## src/rtl/board_writer.sv

```systemverilog
// board_writer: buffers cell-write / board-fill commands from the game logic
// in a small FIFO and drains them into the board RAM write port. With
// SYNC_WRITES=1, RAM writes are only issued while the display is in vertical
// blanking, so a displayed frame never shows a half-updated board.
//
// Handshake: a command is taken on a rising edge where cmd_valid && cmd_ready.
// cmd_ready is combinationally !full. While cmd_ready is low, the source must
// hold cmd_valid and the command fields stable.
module board_writer #(
  parameter int COLS        = 32,
  parameter int ROWS        = 20,
  parameter int DATA_W      = 8,
  parameter int ADDR_W      = 10,
  parameter int XY_W        = 5,
  parameter int FIFO_DEPTH  = 4,
  parameter int SYNC_WRITES = 1
) (
  input  logic              clk,
  input  logic              reset,
  input  logic              cmd_valid,
  output logic              cmd_ready,
  input  logic [1:0]        cmd_op,
  input  logic [XY_W-1:0]   cmd_x,
  input  logic [XY_W-1:0]   cmd_y,
  input  logic [DATA_W-1:0] cmd_data,
  input  logic              vblank,
  output logic              we,
  output logic [ADDR_W-1:0] waddr,
  output logic [DATA_W-1:0] wdata,
  output logic              err,
  output logic              busy
);

  localparam int PTR_W = (FIFO_DEPTH > 1) ? $clog2(FIFO_DEPTH) : 1;
  localparam int ENT_W = 2 + 2 * XY_W + DATA_W;

  localparam logic [1:0]        OP_WRITE  = 2'b00;
  localparam logic [1:0]        OP_FILL   = 2'b01;
  localparam logic [ADDR_W-1:0] LAST_ADDR = ADDR_W'(ROWS * COLS - 1);
  localparam logic [PTR_W:0]    DEPTH_C   = (PTR_W + 1)'(FIFO_DEPTH);

  typedef enum logic [0:0] {
    ST_IDLE = 1'b0,
    ST_FILL = 1'b1
  } state_t;

  // ---------------------------------------------------------------------------
  // Command FIFO
  // ---------------------------------------------------------------------------
  logic [ENT_W-1:0] fifo_q [FIFO_DEPTH];
  logic [PTR_W-1:0] wr_ptr_q;
  logic [PTR_W-1:0] rd_ptr_q;
  logic [PTR_W:0]   count_q;

  logic full;
  logic empty;
  logic push;
  logic pop;

  assign full      = (count_q == DEPTH_C);
  assign empty     = (count_q == '0);
  assign cmd_ready = !full;
  assign push      = cmd_valid && !full;

  // Storage array carries no reset: entries are only read when count_q says so.
  always_ff @(posedge clk) begin
    if (push) begin
      fifo_q[wr_ptr_q] <= {cmd_op, cmd_x, cmd_y, cmd_data};
    end
  end

  // FIFO pointers and occupancy; simultaneous push and pop leave count unchanged.
  always_ff @(posedge clk or posedge reset) begin
    if (reset) begin
      wr_ptr_q <= '0;
      rd_ptr_q <= '0;
      count_q  <= '0;
    end else begin
      if (push) begin
        wr_ptr_q <= wr_ptr_q + PTR_W'(1);
      end
      if (pop) begin
        rd_ptr_q <= rd_ptr_q + PTR_W'(1);
      end
      case ({push, pop})
        2'b10:   count_q <= count_q + (PTR_W + 1)'(1);
        2'b01:   count_q <= count_q - (PTR_W + 1)'(1);
        default: count_q <= count_q;
      endcase
    end
  end

  // Head-of-FIFO fields
  logic [ENT_W-1:0]  head;
  logic [1:0]        head_op;
  logic [XY_W-1:0]   head_x;
  logic [XY_W-1:0]   head_y;
  logic [DATA_W-1:0] head_data;

  assign head = fifo_q[rd_ptr_q];
  assign {head_op, head_x, head_y, head_data} = head;

  // ---------------------------------------------------------------------------
  // Write gate, address mapping, range check
  // ---------------------------------------------------------------------------
  logic              gate;
  logic              in_range;
  logic [ADDR_W-1:0] cell_addr;

  assign gate      = vblank || (SYNC_WRITES == 0);
  assign in_range  = (32'(head_x) < COLS) && (32'(head_y) < ROWS);
  assign cell_addr = ADDR_W'(32'(head_y) * 32'(COLS) + 32'(head_x));

  // ---------------------------------------------------------------------------
  // Control FSM and registered write port
  // ---------------------------------------------------------------------------
  state_t            state_q,    state_d;
  logic [ADDR_W-1:0] fill_cnt_q, fill_cnt_d;
  logic [DATA_W-1:0] fill_val_q, fill_val_d;
  logic              we_q,       we_d;
  logic [ADDR_W-1:0] waddr_q,    waddr_d;
  logic [DATA_W-1:0] wdata_q,    wdata_d;
  logic              err_q,      err_d;

  // State, fill progress and write-port registers; reset abandons any fill.
  always_ff @(posedge clk or posedge reset) begin
    if (reset) begin
      state_q    <= ST_IDLE;
      fill_cnt_q <= '0;
      fill_val_q <= '0;
      we_q       <= 1'b0;
      waddr_q    <= '0;
      wdata_q    <= '0;
      err_q      <= 1'b0;
    end else begin
      state_q    <= state_d;
      fill_cnt_q <= fill_cnt_d;
      fill_val_q <= fill_val_d;
      we_q       <= we_d;
      waddr_q    <= waddr_d;
      wdata_q    <= wdata_d;
      err_q      <= err_d;
    end
  end

  // Next-state logic: IDLE pops one command per open-gate cycle; FILL sweeps
  // every cell address once, pausing whenever the gate is closed.
  always_comb begin
    state_d    = state_q;
    fill_cnt_d = fill_cnt_q;
    fill_val_d = fill_val_q;
    we_d       = 1'b0;
    err_d      = 1'b0;
    waddr_d    = waddr_q;
    wdata_d    = wdata_q;
    pop        = 1'b0;

    case (state_q)
      ST_IDLE: begin
        if (!empty && gate) begin
          pop = 1'b1;
          case (head_op)
            OP_WRITE: begin
              if (in_range) begin
                we_d    = 1'b1;
                waddr_d = cell_addr;
                wdata_d = head_data;
              end else begin
                err_d = 1'b1;
              end
            end
            OP_FILL: begin
              fill_val_d = head_data;
              fill_cnt_d = '0;
              state_d    = ST_FILL;
            end
            default: begin
              err_d = 1'b1;
            end
          endcase
        end
      end

      ST_FILL: begin
        if (gate) begin
          we_d    = 1'b1;
          waddr_d = fill_cnt_q;
          wdata_d = fill_val_q;
          if (fill_cnt_q == LAST_ADDR) begin
            fill_cnt_d = '0;
            state_d    = ST_IDLE;
          end else begin
            fill_cnt_d = fill_cnt_q + ADDR_W'(1);
          end
        end
      end

      default: begin
        state_d = ST_IDLE;
      end
    endcase
  end

  assign we    = we_q;
  assign waddr = waddr_q;
  assign wdata = wdata_q;
  assign err   = err_q;
  assign busy  = !empty || (state_q == ST_FILL) || we_q;

endmodule

```

## config.mk

```make
export PLATFORM = sky130hd
export DESIGN_NAME = board_writer
export DESIGN_NICKNAME = d
export VERILOG_FILES = /design/src/rtl/board_writer.sv
export SDC_FILE = /design/constraint.sdc
export NUM_CORES = 1
export LEC_CHECK = 0
export BUFFER_PORTS_ARGS = -buffer_cell sky130_fd_sc_hd__buf_2
export CAP_MARGIN = 15
export CORE_MARGIN = 4
export CORE_UTILIZATION = 30
export CTS_CLUSTER_SIZE = 30
export DETAILED_ROUTE_END_ITERATION = 10
export MAX_ROUTING_LAYER = met4
export PLACE_DENSITY = 0.43
export SLEW_MARGIN = 0
export SYNTH_ARGS = -nofsm -noshare
export SYNTH_HDL_FRONTEND = slang
export SYNTH_SLANG_ARGS = --single-unit
export TNS_END_PERCENT = 20
```

## constraint.sdc

```tcl
create_clock -name clk -period 3.7 [get_ports clk]
set_clock_uncertainty 0.1 [all_clocks]
set_input_delay 0.185 -clock clk [delete_from_list [all_inputs] [get_ports clk]]
set_output_delay 0.185 -clock clk [all_outputs]
set_load 0.01 [all_outputs]
```

Yosys cells after proc, flatten, opt, wreduce, memory -nomap -nowiden
Memories as Yosys holds them, arrays and structs flattened.
Index checks and enable logic that the tools add are counted.
- bits in registers: 46
- RAM bits: 80
- input bits: 24
- logic and storage cells: 75
- memories kept: 1
- add/sub/neg operators: 6
- $lt $le $gt $ge: 1
- eq/ne operators: 10
- multiplexer cells: 34
- bitwise operators: 1
- reductions and logical operators: 12
- memory list (memory ; words ; width ; read ports ; clocked after Yosys merged registers in ; write ports ; line ; source):
    fifo_q ; 4 ; 20 ; 1 ; 0 ; 1 ; 50 ; logic [ENT_W-1:0] fifo_q [FIFO_DEPTH];
- operator list (cell ; number):
    $mux 10 ; 8
    $pmux 10 s2 ; 2
    $mux 8 ; 4
    $pmux 8 s2 ; 1
    $mux 1 ; 15
    $add 10x1->10 const B ; 1
    $add 10x5->10 ; 1
    $eq 10x10->1 const B ; 1
    $ne 2x2->1 const B ; 3
    $pmux 1 s2 ; 3
    $pmux 3 s2 ; 1
    $reduce_and 3->1 ; 2
    $lt 5x5->1 const B ; 1
    $add 2x1->2 const B ; 2
    $eq 2x1->1 const B ; 2
    $ne 2x1->1 const B ; 2
    $reduce_and 4->1 ; 1
    $add 3x1->3 const B ; 1
    $eq 3x3->1 const B ; 1
    $logic_not 3->1 ; 1
    $sub 3x1->3 const B ; 1
    $eq 2x2->1 const B ; 1
    $logic_and 1x1->1 ; 2
    $logic_not 1->1 ; 2
    other kinds (4) ; 5

Logic depth before layout (Yosys ltp)
Gate-level depths: netlist (run 1).
- depth in word-level cells: 7
- mapped depth: 10
- mapped depth without buffers: 10

Least setup slack after synthesis (run 1)
No wires, ideal clock.
- kind: register to register
- start point: reg rd_ptr_q[0]
- end point: reg fill_val_q[2]
- data arrival time: 1.934 ns
- data required time: 3.475 ns
- slack: 1.541 ns
- cell stages (with the launch flop): 5
- period minus slack after synthesis: 2.159 ns
- cells stage by stage: dfrtp_1 mux4_2 or4b_4 buf_6 mux2_4
- longest elaborated chain between the ends: 3
- RTL lines (element ; line ; source):
    start, declared ; 52 ; logic [PTR_W-1:0] rd_ptr_q;
    start signal, assigned ; 83 ; rd_ptr_q <= rd_ptr_q + PTR_W'(1);
    $mem_v2 4x20 * ; n/a ;
    $eq 2x1->1 ; 162 ; case (head_op)
    $reduce_and 3->1 (no source line) ; n/a ;
    end signal, assigned ; 138 ; fill_val_q <= fill_val_d;
    end, declared ; 119 ; logic [DATA_W-1:0] fill_val_q, fill_val_d;
Every way passes the cells marked *; elsewhere a longest branch is shown, timed or not.
A chain may end at the register's enable or synchronous reset.

Worst setup path in the final report (run 1)
- start point: reg rd_ptr_q[1]
- end point: reg fill_cnt_q[1]
- longest elaborated chain between the ends: 4
- RTL lines (element ; line ; source):
    $mem_v2 4x20 ; n/a ;
    $eq 2x1->1 ; 162 ;
    $ne 2x1->1 (no source line) ; n/a ;
    $reduce_and 3->1 (no source line) ; n/a ;
    end signal, assigned ; 137 ; fill_cnt_q <= fill_cnt_d;
    end, declared ; 118 ; logic [ADDR_W-1:0] fill_cnt_q, fill_cnt_d;
No other way between the ends.

==> results of run 1 <==
==> power by group <==
part | switching (mW) | internal, mW
clock network | 0.567 | 0.899
registers | 0.120 | 1.78
logic | 0.331 | 0.256
==> cell type report <==
cell class | count | area share (%)
inverter | 10 | 0.576
tap | 225 | 4.32
clock inverter | 8 | 0.672
multi-input combinational | 177 | 24.6
timing repair buffer | 75 | 7.94
clock buffer | 24 | 7.39
sequential | 126 | 54.5
==> metrics by stage <==
step | cells | setup slack (ps) | hold WS, ps
floorplan | 327 | 1540 | 184
global placement | 590 | 1100 | 303
detailed placement | 590 | 1070 | 306
CTS | 644 | 1070 | 70.0
global route | 645 | 975 | 127
finish | 645 | 1100 | 81.2
==> critical path, delay by kind of cell (launching register included) <==
kind             cells  cell delay (ps)
AO/OA/AOI/OAI        1              220
flip-flops           1              800
multiplexers         1              460
AND/OR/NAND/NOR      2              910
==> metal layers <==
metal	track usage, %	vias to the layer above
met5	-	-
met4	4.90	0
met3	3.29	12
met2	18.2	50
met1	15.8	1487
li1	-	1395
==> path summary, 6_finish.rpt <==
check                                                from                         to  slack [ps]  depth (start not counted)
worst max-delay path              rd_ptr_q[1]$_DFFE_PP0P_  fill_cnt_q[1]$_DFFE_PP0P_        1100                          4
worst min-delay path                            cmd_valid    wr_ptr_q[0]$_DFFE_PP0P_          80                          3
worst max register to register    rd_ptr_q[1]$_DFFE_PP0P_  fill_cnt_q[1]$_DFFE_PP0P_        1100                          4
worst min register to register  fill_val_q[1]$_DFFE_PP0P_  fill_val_q[1]$_DFFE_PP0P_         380                          2
max in group asynchronous                           reset  fill_cnt_q[4]$_DFFE_PP0P_        2930                          4
min in group asynchronous                           reset       wdata[3]$_DFFE_PP0P_         110                          3
==> cells by family (layout without fill, tap and decap cells) <==
logic type / Yosys count / in the layout / share of synthesized area, %
AND/OR/NAND/NOR: 82 / 82 / 7.48
XOR/XNOR: 6 / 6 / 0.997
multiplexers: 52 / 52 / 16.1
flip-flops: 126 / 126 / 67.4
AO/OA/AOI/OAI: 30 / 30 / 4.01
buffers and inverters: 24 / 117 / 2.18
adder cells (fa/ha/maj): 7 / 7 / 1.80
==> sequential cells by signal, indices dropped and copies added, names as in the netlist <==
register / count
fifo_q: 80
fill_cnt_q: 10
waddr: 10
fill_val_q: 8
wdata: 8
count_q: 3
rd_ptr_q: 2
wr_ptr_q: 2
err: 1
state_q: 1
we: 1
==> cell usage in the layout (no fill, tap or decap), types with 2 or more instances in the layout <==
cell type	count
o21ai_0	10
dfrtp_1	46
o211ai_1	2
mux2_2	22
a211oi_1	2
clkinv_2	5
and3_1	7
nand2_1	41
nor2_1	11
nand4_1	2
ha_1	6
edfxtp_1	80
xor2_1	3
dlygate4sd3_1	22
nor3_1	2
o31ai_1	4
o22a_1	3
and2_1	3
buf_2	45
clkinvlp_4	2
mux4_1	2
clkbuf_1	4
a21o_1	3
inv_1	9
mux4_2	18
mux2_4	9
nand3_1	8
clkbuf_8	3
xnor2_1	3
clkbuf_16	17
buf_4	7
==> impl_metrics.json, run 1 <==
{
  "initial_core_util_pct": 30.6,
  "grt_pass1_vias": 3122,
  "grt_pass1_wl_um": 17500,
  "chipHeight_um": 141,
  "syn_to_final_growth_pct": 23.7,
  "finalHoldViolCount": 0,
  "gp_congestion": 0.767,
  "status": "completed",
  "maxCapViolations": 0,
  "path_cells": "mux4_2 -> or3b_1 -> and2_1 -> o31ai_1",
  "cts_resized": 0,
  "worst_ep_arrival_time_ps": 2820,
  "ys_types": 43,
  "rsz0062_at_grt": "no",
  "crit_type": "reg -> reg",
  "cts_buffers": 17,
  "seq_area_frac_synth_pct": 67.4,
  "syn_area_um2": 5270,
  "synth.avg_cell_area_um2": 16.1,
  "yosys_most_used_dff": "edfxtp_1",
  "fin_area_um2": 6520,
  "drtPass1Iterations": 4,
  "worstPathRequired_ps": 3920,
  "io_pins": 46,
  "synth_nets": 358,
  "post-cts-setup-buffers": 0,
  "dp_hpwl_um": 7080,
  "regArea_um2": 3550,
  "ir_worst_vdd_mv": 0.328,
  "max_freq_mhz": 385,
  "clk_latency_ps": 420,
  "m1WireLength_um": 5090,
  "cts_hold_buf": 22,
  "wl_met3_um": 362,
  "synthesis.instances": 327,
  "routed_via_density": 4.56,
  "clkSinkCount": 126,
  "ys_seq_elements": 126,
  "post-synth-top-count-cell": "edfxtp_1",
  "power_mw": 3.96,
  "synthTopCellsByArea": "edfxtp_1 46%, dfrtp_1 22%, mux4_2 7.7%, mux2_2 4.7%, nand2_1 2.9%",
  "power_density_nw_per_um2": 607,
  "slowest_stage": "dfrtp_1",
  "clk_pin_slew_ps": 50,
  "grt-ovfl-total": 0,
  "setup_viol": 0,
  "max_stage_delay_ps": 800,
  "track_usage_pct": 12.2,
  "layout-drive-gt1-share_pct": 32.1,
  "postLayoutCoreUtil_pct": 37.8,
  "finalSetupTns_ps": 0,
  "yosysWarnings": 0,
  "nFillCells": 1599,
  "wl_um": 10800,
  "dr_wl_met2_um": 5130,
  "fp.dieW_um": 141,
  "place_area_um2": 5750,
  "yosysTopAreaCell": "edfxtp_1",
  "leakagePower_nw": 2.58,
  "cts_root_buf": "clkbuf_16",
  "core-area_um2": 17200,
  "yosys-top-cells-count": "80 x edfxtp_1, 46 x dfrtp_1, 41 x nand2_1",
  "die_area_um2": 19800,
  "fin_crit_ps": 2600,
  "post-route-drc-count": 0,
  "multi_input_comb_area_um2": 1600,
  "wire_per_inst_um": 16.7,
  "tightest_slew_ps": 757,
  "postRouteAntennaNets": 0,
  "finalCritPeriodShare_pct": 70.2,
  "hp-class": "in -> reg",
  "via_count": 2944,
  "final_nets": 438,
  "cts_tree": "done",
  "maxSlewHeadroom_pct": 49.5,
  "placement.io_buffers": 45,
  "grt_antenna_before_repair": 0,
  "critPathCaptureType": "flip-flop",
  "grt_max_degree": 47,
  "async_reset_ff_share_pct": 36.5,
  "htree_levels": 4,
  "clock_path_buffers": 2,
  "startpoint_type": "flip-flop",
  "highest_layer": "met4",
  "diodes": 0,
  "synth_enable_flop_cells": 80,
  "rows": 48,
  "first_iter_violations": 137,
  "final_max_slew_viol_count": 0,
  "crit_fanout": 15,
  "synth_top_area_share_pct": 45.6
}
(Power assumes the default switching activity.)
==> inputs of run 2 (changes only) <==
ABC_AREA = 1   (was not set)
PLACE_DENSITY = 0.44   (was 0.43)
clock period = 2.27 ns   (was 3.7 ns; I/O delays follow)
==> run 2 against run 1 <==
Sequential power is 62% higher; total power is 75% higher; die area is 5.3% higher; worst hold slack worse by 26 ps; largest cell class unchanged; highest routed layer unchanged.
==> impl_metrics.json, run 2 <==
{
  "status": "completed",
  "regArea_um2": 3550,
  "synth.avg_cell_area_um2": 9.90,
  "track_usage_pct": 14.2,
  "gp_congestion": 0.839,
  "die_area_um2": 20800,
  "max_freq_mhz": 496,
  "clk_pin_slew_ps": 50,
  "final_max_slew_viol_count": 0,
  "crit_type": "reg -> reg",
  "diodes": 0,
  "multi_input_comb_area_um2": 1760,
  "power_density_nw_per_um2": 997,
  "synthesis.instances": 562,
  "seq_area_frac_synth_pct": 63.8,
  "grt-ovfl-total": 0,
  "layout_common_cells": "214 x nand2_1, 80 x edfxtp_1, 67 x nand3_1",
  "clk_latency_ps": 410,
  "maxSlewHeadroom_pct": 69.5,
  "worst_ep_arrival_time_ps": 2210,
  "syn_to_final_growth_pct": 24.8,
  "syn_area_um2": 5570,
  "worstPathRequired_ps": 2460,
  "placement.io_buffers": 45,
  "nFillCells": 1776,
  "fin_crit_ps": 2020,
  "fin_area_um2": 6950,
  "grt_max_degree": 31,
  "setup_viol": 0,
  "first_iter_violations": 265,
  "synth_top_area_share_pct": 43.2,
  "reg2regPathDepth": 10,
  "wl_um": 13400,
  "grt_antenna_before_repair": 0,
  "largest_reg_flops": 80,
  "synth_nets": 593,
  "tightest_slew_ps": 456,
  "clkSinkCount": 126,
  "maxCapViolations": 0,
  "yosysTopAreaCell": "edfxtp_1",
  "finalSetupTns_ps": 0,
  "yosys-top-cells-count": "216 x nand2_1, 80 x edfxtp_1, 68 x nand3_1",
  "ys_types": 31,
  "clock_path_buffers": 2,
  "hp-class": "in -> reg",
  "rsz0062_at_grt": "no",
  "via_count": 3994,
  "async_reset_ff_share_pct": 36.5,
  "routed_via_density": 4.52,
  "yosys_most_used_dff": "edfxtp_1",
  "postRouteAntennaNets": 0,
  "cts_root_buf": "clkbuf_16",
  "hold_depth": 4,
  "initial_core_util_pct": 30.8,
  "dp_hpwl_um": 8730,
  "finalCritPeriodShare_pct": 88.9,
  "chipHeight_um": 144,
  "critPathCaptureType": "flip-flop",
  "rows": 49,
  "startpoint_type": "flip-flop",
  "post-route-drc-count": 0,
  "ys_seq_elements": 126,
  "leakagePower_nw": 3.07,
  "finalHoldViolCount": 0,
  "drtPass1Iterations": 4,
  "post-synth-top-count-cell": "nand2_1",
  "layout-drive-gt1-share_pct": 16.5,
  "wire_per_inst_um": 15.2,
  "cts_tree": "done",
  "largest-register": "fifo_q",
  "cts_buffers": 17,
  "core-area_um2": 18100,
  "yosysWarnings": 0,
  "grt_pass1_wl_um": 21400,
  "final_nets": 673,
  "synth_enable_flop_cells": 80,
  "fp.dieW_um": 144,
  "layout_commonest_cell": "nand2_1",
  "ir_worst_vdd_mv": 0.555,
  "io_pins": 46,
  "synthTopCellsByArea": "edfxtp_1 43%, dfrtp_1 21%, nand2_1 15%, nand3_1 6.1%, nand4_1 2.7%",
  "htree_levels": 4,
  "crit_fanout": 3,
  "place_area_um2": 6090,
  "grt_pass1_vias": 3881
}
-- run 2: cell count changes after synthesis, moves of 6 or more --
cell,change
nand3_1,+60
and3_1,-7
mux4_2,-18
nand4_1,+22
inv_1,+24
mux2_2,-22
o21ai_0,+6
mux2_4,-9
nand2_1,+175
-- run 2: cells by family (layout without fill, tap and decap cells) --
kind of cell             after synthesis  count (layout)  share of synthesized area (%)
flip-flops                           126             126                           63.8
adder cells (fa/ha/maj)                7               7                           1.71
AO/OA/AOI/OAI                         27              27                           2.58
AND/OR/NAND/NOR                      334             334                           26.1
XOR/XNOR                               6               6                          0.944
buffers and inverters                 62             155                           4.79
-- run 2: per-stage QoR --
step	total power, mW	util [%]	setup WS, ps	cells	hold WS (ps)
after CTS	7.02	38.3	171	884	101
after global routing	7.29	38.4	2.38	884	67.5
after global placement	4.09	33.7	220	830	46.7
after floorplan	3.72	-	112	562	112
after detailed placement	4.12	33.7	190	830	60.1
final	6.93	38.4	253	884	54.8
-- run 2: routing by layer --
layer	up-vias	share of wire, %	GRT usage, %
met1	1861	50	19.1
met3	14	3.2	3.34
li1	2045	-	-
met5	-	0	-
met2	74	46	21.0
met4	0	1.5	4.86
-- run 2: worst paths after layout --
kind                                         from                         to  slack [ps]
max                        count_q[2]$_DFFE_PP0P_     count_q[2]$_DFFE_PP0P_         250
min                                     cmd_valid    wr_ptr_q[0]$_DFFE_PP0P_          50
max reg2reg                count_q[2]$_DFFE_PP0P_     count_q[2]$_DFFE_PP0P_         250
min reg2reg                  wdata[7]$_DFFE_PP0P_       wdata[7]$_DFFE_PP0P_         370
max in group asynchronous                   reset  fill_val_q[6]$_DFFE_PP0P_        1170
min in group asynchronous                   reset  fill_cnt_q[4]$_DFFE_PP0P_         160
-- run 2: area by class of cell --
type | count | area share (%)
multi-input combinational | 374 | 25.3
inverter | 37 | 2.00
sequential | 126 | 51.2
clock buffer | 18 | 6.18
timing repair buffer | 86 | 8.47
clock inverter | 14 | 2.74
tap | 229 | 4.13
-- run 2: where the power goes --
| group | internal, mW | switching (mW) | leakage [nW] | total, mW |
|---|---|---|---|---|
| Sequential | 2.89 | 0.195 | 1.34 | 3.08 |
| Clock | 1.84 | 0.999 | 0.292 | 2.83 |
| Combinational | 0.372 | 0.636 | 1.44 | 1.01 |
| Total | 5.10 | 1.83 | 3.07 | 6.93 |
-- run 2: critical path, cell delays in order (launching register included) --
cell and delay [ps]:
dfrtp_1 410, nor3_2 80, nor2_2 140, nand2_2 90
inv_1 100, ha_1 150, inv_1 70, fa_1 390
a21oi_1 140, o21ai_0 110, xnor2_1 130
-- run 2: timing repair --
item | in CTS | in global routing
buffers inserted | 0 | 0
hold endpoints to repair | 99 | 0
setup endpoints to repair | 0 | 1
hold buffers | 22 | 0
resized for setup | 0 | 4
